## src/rtl/gb_alu_addp.sv

```systemverilog
// gb_alu_addp: pipelined carry-lookahead add/sub, STAGES slices,
// one register stage per slice, valid/ready handshake and flush.
//
// Ports: i_clk, i_rst_n (async, active-low), i_flush (sync drop),
//   i_valid/o_ready input beat, i_a/i_b/i_c/i_sub operands,
//   o_valid/i_ready result beat, o_s sum, o_c raw carry-out,
//   o_z/o_n/o_v status flags.
// Build option: GB_ALU_ADDP_FLAGS_EN builds the flag pipeline;
//   without it o_z/o_n/o_v are tied to 0.

module gb_alu_addp #(
  parameter int WIDTH  = 64,
  parameter int STAGES = 4
) (
  input  logic             i_clk,
  input  logic             i_rst_n,
  input  logic             i_flush,
  input  logic             i_valid,
  output logic             o_ready,
  input  logic [WIDTH-1:0] i_a,
  input  logic [WIDTH-1:0] i_b,
  input  logic             i_c,
  input  logic             i_sub,
  output logic             o_valid,
  input  logic             i_ready,
  output logic [WIDTH-1:0] o_s,
  output logic             o_c,
  output logic             o_z,
  output logic             o_n,
  output logic             o_v
);

  localparam int SW = WIDTH / STAGES;

  if ((WIDTH % STAGES) != 0 || SW < 4) begin : g_bad_cfg
    $error("gb_alu_addp: bad WIDTH/STAGES");
  end

  logic             en;
  logic [WIDTH-1:0] b_eff;
  logic             cin;

  assign en      = !o_valid || i_ready;
  assign o_ready = en;
  assign b_eff   = i_b ^ {WIDTH{i_sub}};
  assign cin     = i_c ^ i_sub;

  // Kogge-Stone prefix over one slice; returns carries c[0..SW],
  // c[i] being the carry into bit i.
  function automatic logic [SW:0] cla(
    input logic [SW-1:0] a,
    input logic [SW-1:0] b,
    input logic          c0
  );
    logic [SW-1:0] g, p, gn, pn;
    logic [SW:0]   c;
    g = a & b;
    p = a ^ b;
    for (int d = 1; d < SW; d = d * 2) begin
      gn = g;
      pn = p;
      for (int i = d; i < SW; i++) begin
        gn[i] = g[i] | (p[i] & g[i-d]);
        pn[i] = p[i] & p[i-d];
      end
      g = gn;
      p = pn;
    end
    c[0] = c0;
    for (int i = 0; i < SW; i++)
      c[i+1] = g[i] | (p[i] & c0);
    return c;
  endfunction

  genvar k;
  for (k = 0; k < STAGES; k++) begin : g_st
    // slices still waiting above this stage
    localparam int REM = STAGES - 1 - k;

    logic [SW-1:0]       sa, sb, s_slice;
    logic                sc;
    logic [SW:0]         cy;
    logic [(k+1)*SW-1:0] sum_d, sum_q;
    logic                vld_d, vld_q, cy_q;

    assign cy      = cla(sa, sb, sc);
    assign s_slice = sa ^ sb ^ cy[SW-1:0];

    if (k == 0) begin : g_in
      assign sa    = i_a[SW-1:0];
      assign sb    = b_eff[SW-1:0];
      assign sc    = cin;
      assign sum_d = s_slice;
      assign vld_d = i_valid;
    end else begin : g_in
      assign sa    = g_st[k-1].g_op.a_q[SW-1:0];
      assign sb    = g_st[k-1].g_op.b_q[SW-1:0];
      assign sc    = g_st[k-1].cy_q;
      assign sum_d = {s_slice, g_st[k-1].sum_q};
      assign vld_d = g_st[k-1].vld_q;
    end

    // operand skew: only the slices not yet added travel on
    if (REM > 0) begin : g_op
      logic [REM*SW-1:0] a_d, b_d, a_q, b_q;
      if (k == 0) begin : g_src
        assign a_d = i_a[WIDTH-1:SW];
        assign b_d = b_eff[WIDTH-1:SW];
      end else begin : g_src
        assign a_d = g_st[k-1].g_op.a_q[(REM+1)*SW-1:SW];
        assign b_d = g_st[k-1].g_op.b_q[(REM+1)*SW-1:SW];
      end
      always_ff @(posedge i_clk or negedge i_rst_n) begin
        if (!i_rst_n) begin
          a_q <= '0;
          b_q <= '0;
        end else if (en) begin
          a_q <= a_d;
          b_q <= b_d;
        end
      end
    end

    always_ff @(posedge i_clk or negedge i_rst_n) begin
      if (!i_rst_n) begin
        vld_q <= 1'b0;
        sum_q <= '0;
        cy_q  <= 1'b0;
      end else begin
        if (i_flush)
          vld_q <= 1'b0;
        else if (en)
          vld_q <= vld_d;
        if (en) begin
          sum_q <= sum_d;
          cy_q  <= cy[SW];
        end
      end
    end

`ifdef GB_ALU_ADDP_FLAGS_EN
    logic z_d, z_q;
    if (k == 0) begin : g_z
      assign z_d = (s_slice == '0);
    end else begin : g_z
      assign z_d = (s_slice == '0) & g_st[k-1].z_q;
    end
    always_ff @(posedge i_clk or negedge i_rst_n) begin
      if (!i_rst_n)
        z_q <= 1'b0;
      else if (en)
        z_q <= z_d;
    end
    // overflow only depends on the top slice
    if (k == STAGES - 1) begin : g_v
      logic v_q;
      always_ff @(posedge i_clk or negedge i_rst_n) begin
        if (!i_rst_n)
          v_q <= 1'b0;
        else if (en)
          v_q <= cy[SW] ^ cy[SW-1];
      end
    end
`endif
  end

  assign o_valid = g_st[STAGES-1].vld_q;
  assign o_s     = g_st[STAGES-1].sum_q;
  assign o_c     = g_st[STAGES-1].cy_q;

`ifdef GB_ALU_ADDP_FLAGS_EN
  assign o_z = g_st[STAGES-1].z_q;
  assign o_n = o_s[WIDTH-1];
  assign o_v = g_st[STAGES-1].g_v.v_q;
`else
  assign o_z = 1'b0;
  assign o_n = 1'b0;
  assign o_v = 1'b0;
`endif

endmodule

```

## config.mk

```make
export PLATFORM = sky130hd
export DESIGN_NAME = gb_alu_addp
export DESIGN_NICKNAME = d
export VERILOG_FILES = /design/src/rtl/gb_alu_addp.sv
export SDC_FILE = /design/constraint.sdc
export NUM_CORES = 1
export LEC_CHECK = 0
export BUFFER_PORTS_ARGS = -buffer_cell sky130_fd_sc_hd__buf_2
export CORE_MARGIN = 2
export CORE_UTILIZATION = 50
export CTS_CLUSTER_DIAMETER = 60
export CTS_CLUSTER_SIZE = 16
export DETAILED_ROUTE_END_ITERATION = 12
export PLACE_DENSITY_LB_ADDON = 0.15
export RECOVER_POWER = 100
export REMOVE_ABC_BUFFERS = 1
export SYNTH_ARGS = -nofsm -noshare
export SYNTH_HDL_FRONTEND = slang
export SYNTH_SLANG_ARGS = --single-unit
```

## constraint.sdc

```tcl
create_clock -name i_clk -period 3.1 [get_ports i_clk]
set_clock_uncertainty 0.2 [all_clocks]
set_input_delay 0.155 -clock i_clk [delete_from_list [all_inputs] [get_ports i_clk]]
set_output_delay 0.155 -clock i_clk [all_outputs]
set_load 0.05 [all_outputs]
```

======== Yosys cells after proc, flatten, opt, wreduce, memory -nomap -nowiden ========
Cells that the tools add are included.
storage, ports and cells
  register bits ........................... 360
  bits in latches ......................... 0
  memory bits (writable) .................. 0
  memory bits (read-only) ................. 0
  input port bits ......................... 135
  output and inout port bits .............. 70
  logic and storage cells ................. 759
  memories ................................ 0
operators by class
  add/subtract/negate cells ............... 0
  multiply operators ...................... 0
  div/mod/pow operators ................... 0
  order comparisons ....................... 0
  equality and inequality tests ........... 0
  shifts and indexed selects .............. 0
  multiplexer cells ....................... 8
  bitwise logic cells ..................... 730
  reduce and logical (&&, ||, !) cells .... 3
operator list
  kind               number
  $and 1x1->1        456
  $or 1x1->1         260
  $xor 16x16->16     8
  $and 16x16->16     4
  $xor 64x64->64     1
  $mux 1             8
  $reduce_bool 2->1  1
  $logic_not 1->1    1
  $logic_or 1x1->1   1
  $xor 1x1->1        1

======== Logic depth before layout (Yosys ltp) ========
  depth after elaboration ................. 11
  mapped depth ............................ 12
  mapped depth without buffers ............ 9

======== Least setup slack after synthesis ========
OpenSTA, ideal clock, no wires.
  path type ............................... input -> register
  from .................................... in i_sub
  to ...................................... reg g_st[0].sum_q[14]
  setup time .............................. 0.122 ns
  data arrival time ....................... 2.615 ns
  required time ........................... 2.778 ns
  setup slack ............................. 0.163 ns
  stages on the path ...................... 11
  cell sequence ........................... clkbuf_1 buf_1 xor2_1 ha_1 a21oi_1 o22ai_1 a31o_2 a32oi_1 nand2_1 mux2i_1 a32o_1
between the ends
  word-level cells in the longest chain between the ends .. 11
RTL lines
  what                                              line        text
  start: declaration                                23          input logic i_sub,
  $xor 64x64->64                                    45          assign b_eff = i_b ^ {WIDTH{i_sub}};
  $xor 16x16->16 or $and 16x16->16 (tied branches)  58, 87, 57
  $and 1x1->1                                       63          gn[i] = g[i] | (p[i] & g[i-d]);
  $or 1x1->1                                        63
  $and 1x1->1                                       63
  $or 1x1->1                                        63
  $and 1x1->1 or $or 1x1->1 (tied branches)         63
  $or 1x1->1 or $and 1x1->1 (tied branches)         63
  $or 1x1->1                                        63
  $or 1x1->1                                        71          c[i+1] = g[i] | (p[i] & c0);
  $xor 16x16->16 *                                  87          assign s_slice = sa ^ sb ^ cy[SW-1:0];
  end signal: assignment                            135         sum_q <= sum_d;
  end: declaration                                  83          logic [(k+1)*SW-1:0] sum_d, sum_q;
Every way passes the cells marked *; elsewhere a longest branch is shown, timed or not.
A chain may end at the register's enable or synchronous reset.

======== Worst setup path in the final report ========
  from .................................... reg g_st[3].vld_q, in the netlist o_valid
  to ...................................... reg g_st[0].cy_q
between the ends
  word-level cells in the longest chain between the ends .. 2
RTL lines
  what                      line  text
  start: declaration        84    logic vld_d, vld_q, cy_q;
  start signal: assignment  133   vld_q <= vld_d;
  $logic_not 1->1           43    assign en = !o_valid || i_ready;
  $logic_or 1x1->1          43
  end signal: assignment    136   cy_q <= cy[SW];
  end: declaration          84
Every way passes these cells.

==> metrics.md <==
| Metric | Value |
|---|---|
| Wire per inst | `13.6 um` |
| Violated checks | `max-capacitance violations, max-slew violations` |
| Clk pwr share | `30.7%` |
| Peak Freq | `340 MHz` |
| Outcome | `complete, but fails checks` |
| Avg Inst Size Synth | `8.88 sq um` |
| Initial antenna violation count | `5` |
| Top cells by count, synth | `nand2_1 (827), dfrtp_1 (360), o21ai_0 (92)` |
| TritonCTS buffer count | `34` |
| Worst-skew pair later-pin latency | `0.51 ns` |
| Setup violations, final | `0` |
| Clock-pin slew on the worst setup and hold paths | `0.07 ns` |
| First-pass GRT wire length | `60.5 mm` |
| DRC Markers | `0` |
| Port bufs | `201` |
| Static Leak | `9.87 nW` |
| Synth unique cells | `59` |
| Worst Tran Pin Value | `2.03 ns` |
| Layout net count | `2348` |
| Max Cap Violations | `2` |
| Synth-to-Final Area Change | `21.7%` |
| Total number of vias | `13000` |
| GP Congestion | `0.831` |
| Site Rows | `66` |
| Peak VDD IR | `0.466 mV` |
| Max_slew headroom | `-35.6%` |
| Initial drt markers | `701` |
| Crit end category | `flip-flop` |
| Top FF cell, synth | `dfrtp_1` |
| Post-synth EDFFs | `0` |
| Dpl ws | `0.344 ns` |
| Mapped cell area | `0.0166 sq mm` |
| Routed wire length | `35.5 mm` |
| Reg2Reg Setup Slack | `0.16 ns` |
| Number of global-route vias before repair | `12600` |
| Reg power frac | `43.7%` |
| Placed inst area | `0.0181 sq mm` |
| Fraction of final layout cells sized beyond drive strength 1 | `slightly below 10%` |
| Switching power total | `0.00492 W` |
| Die Area | `between 0.03 and 0.04 sq mm` |
| GRT Resource Usage Total | `between 20 and 25%` |
| Net Sw Frac | `34.4%` |
| Grt total ovfl | `0` |
| Starting density of the core | `51.0%` |
| Fin crit share | `94.9%` |
| Max Transition Viols Final | `~160` |
| Area leader, netlist | `dfrtp_1` |
| Worst EP required | `3.34 ns` |
| Kind of critical path | `reg2reg` |
| Ys async rst share | `100%` |
| Number of nets with antenna violations after routing | `0` |
| H-tree Lvls | `2` |
| Core area | `0.0326 sq mm` |
| Post-DP HPWL | `22.5 mm` |
| TritonCTS clock tree | `yes` |
| Comb pwr share | `25.7%` |
| Final Hold Fails | `0` |
| DR vias/cell | `4.96` |
| Finished layout cell area | `0.0202 sq mm` |
| Critical Path AT | `3.18 ns` |
| Yosys reg bits | `360` |
| Final worst path period need | `around 2.9 ns` |
| Die X | `186 um` |
| Clock Sinks | `360` |
| Hold WC Path Type | `in2reg` |
| PnR worst setup slack | `0.159 ns` |
| Synth Instances | `between 1500 and 2000` |
| Final core occ | `62.0%` |
| Sequential-to-total area share from yosys stat | `between 50 and 60%` |
| Area contributors post-synth | `dfrtp_1 (54%), nand2_1 (19%), ha_1 (4.9%)` |
| Largest net degree at the start of global routing | `167` |
| IO Count | `roughly 210` |
| Die height | `between 150 and 200 um` |
| Crit Path Max Fanout | `83` |
| Drt pass-1 iters | `7` |
| Clock Path Buffers | `3` |
| Startpoint Class | `flip-flop` |
| Syn. warnings | `0` |
| Internal | `0.00941 W` |
| P per Cell Area | `708 mW/mm^2` |
| RSZ-0062 raised after global routing | `false` |
| Count leader, synth | `nand2_1` |
| Final Power | `0.0143 W` |
| Top-area cell type share of the netlist area | `a little over half` |
| Worst hold margin | `about 0.0090 ns` |
| Clk root buf | `clkbuf_16` |
critical path, cell delays in order (launching register included):
cell and delay [ns]:
dfrtp_1 0.36, nor2b_4 0.25, clkbuf_1 0.20, clkbuf_16 0.33
and2_1 0.20, a211oi_1 0.05, dlygate4sd3_1 0.56, a21oi_1 0.14
dlygate4sd3_1 0.56
flip-flops by register name (all words and copies together) (netlist names):
register / count
g_st.sum_q: 96
g_st.g_op.a_q: 96
g_st.g_op.b_q: 96
o_c: 1
o_valid: 1
o_s: 64
g_st.vld_q: 3
g_st.cy_q: 3
final timing paths:
kind                                   startpoint              endpoint  depth (start not counted)
worst min-delay path                       i_a[4]      g_st[0].sum_q[4]                          4
min in group asynchronous                 i_rst_n     g_st[1].sum_q[22]                          2
worst min register to register  g_st[2].sum_q[31]     g_st[2].sum_q[31]                          2
worst max-delay path                      o_valid          g_st[0].cy_q                          8
max in group asynchronous                 i_rst_n  g_st[0].g_op.b_q[26]                          3
worst max register to register            o_valid          g_st[0].cy_q                          8
cell families after synthesis:
kind of cell / Yosys count / share of synthesized area (%)
compound gates: 260 / 9.43
xor+xnor: 113 / 5.95
fa+ha+maj: 69 / 5.37
buf+inv: 116 / 2.70
flops: 360 / 54.2
mux: 6 / 0.369
other cells: 1 / 0.0225
simple gates: 947 / 22.0
power by group through the flow:
stage	clock (W)	sequential, W	combinational (W)
finish	0.00439	0.00626	0.00368
global route	0.00470	0.00639	0.00407
CTS	0.00450	0.00625	0.00381
detailed placement	0	0.00633	0.00369
global placement	0	0.00630	0.00363
floorplan	0	0.00732	0.00166
layout make-up:
cell class	count	area, sq um
Tap cell	442	553
Clock inverter	19	239
Inverter	20	82.6
Fill cell	2865	12400
Sequential cell	360	9010
Multi-Input combinational cell	1398	7180
Timing Repair Buffer	330	2230
Antenna cell	3	7.51
Clock buffer	38	940
metal layers:
metal	vias up	global-route usage, %	share of wire [%]
met4	4	5.45	2.0
met2	238	33.2	46
met3	53	2.99	3.9
li1	6558	-	-
met1	6101	29.0	48
met5	-	0	0.087
cells in the final DEF (no fill, tap or decap), types with 4 or more instances in the layout:
cell,instances
nand2_1,827
o21a_1,10
buf_4,7
dlygate4sd3_1,108
clkbuf_4,4
a21o_1,20
o21bai_1,5
bufinv_16,4
clkbuf_1,70
xnor2_1,72
fa_1,4
nor2b_1,6
a211oi_1,5
dfrtp_1,360
clkinv_2,6
a21oi_1,83
xor2_1,41
nand2b_1,5
buf_2,132
o31ai_1,6
buf_12,4
nor2_1,77
mux2i_1,5
clkinvlp_4,4
ha_1,65
clkbuf_16,38
inv_1,19
inv_8,4
o21ai_0,93
nor3_1,5
a31oi_1,9
nand3_1,7
nand4_1,8
through the flow:
step	TNS [ns]	instances
final	0	2610
after global routing	0	2610
after CTS	0	2603
after detailed placement	0	2438
after global placement	0	2438
after floorplan	-7477.49	1778
what timing repair did:
| action | CTS | global route |
|---|---|---|
| hold endpoints to repair | 358 | 0 |
| gates resized for setup | 0 | 2 |
| endpoints found under the setup margin | 0 | 1 |
| hold buffers | 108 | 0 |
| setup buffers | 0 | 3 |
Note: power is estimated with default switching activity, not from simulation.
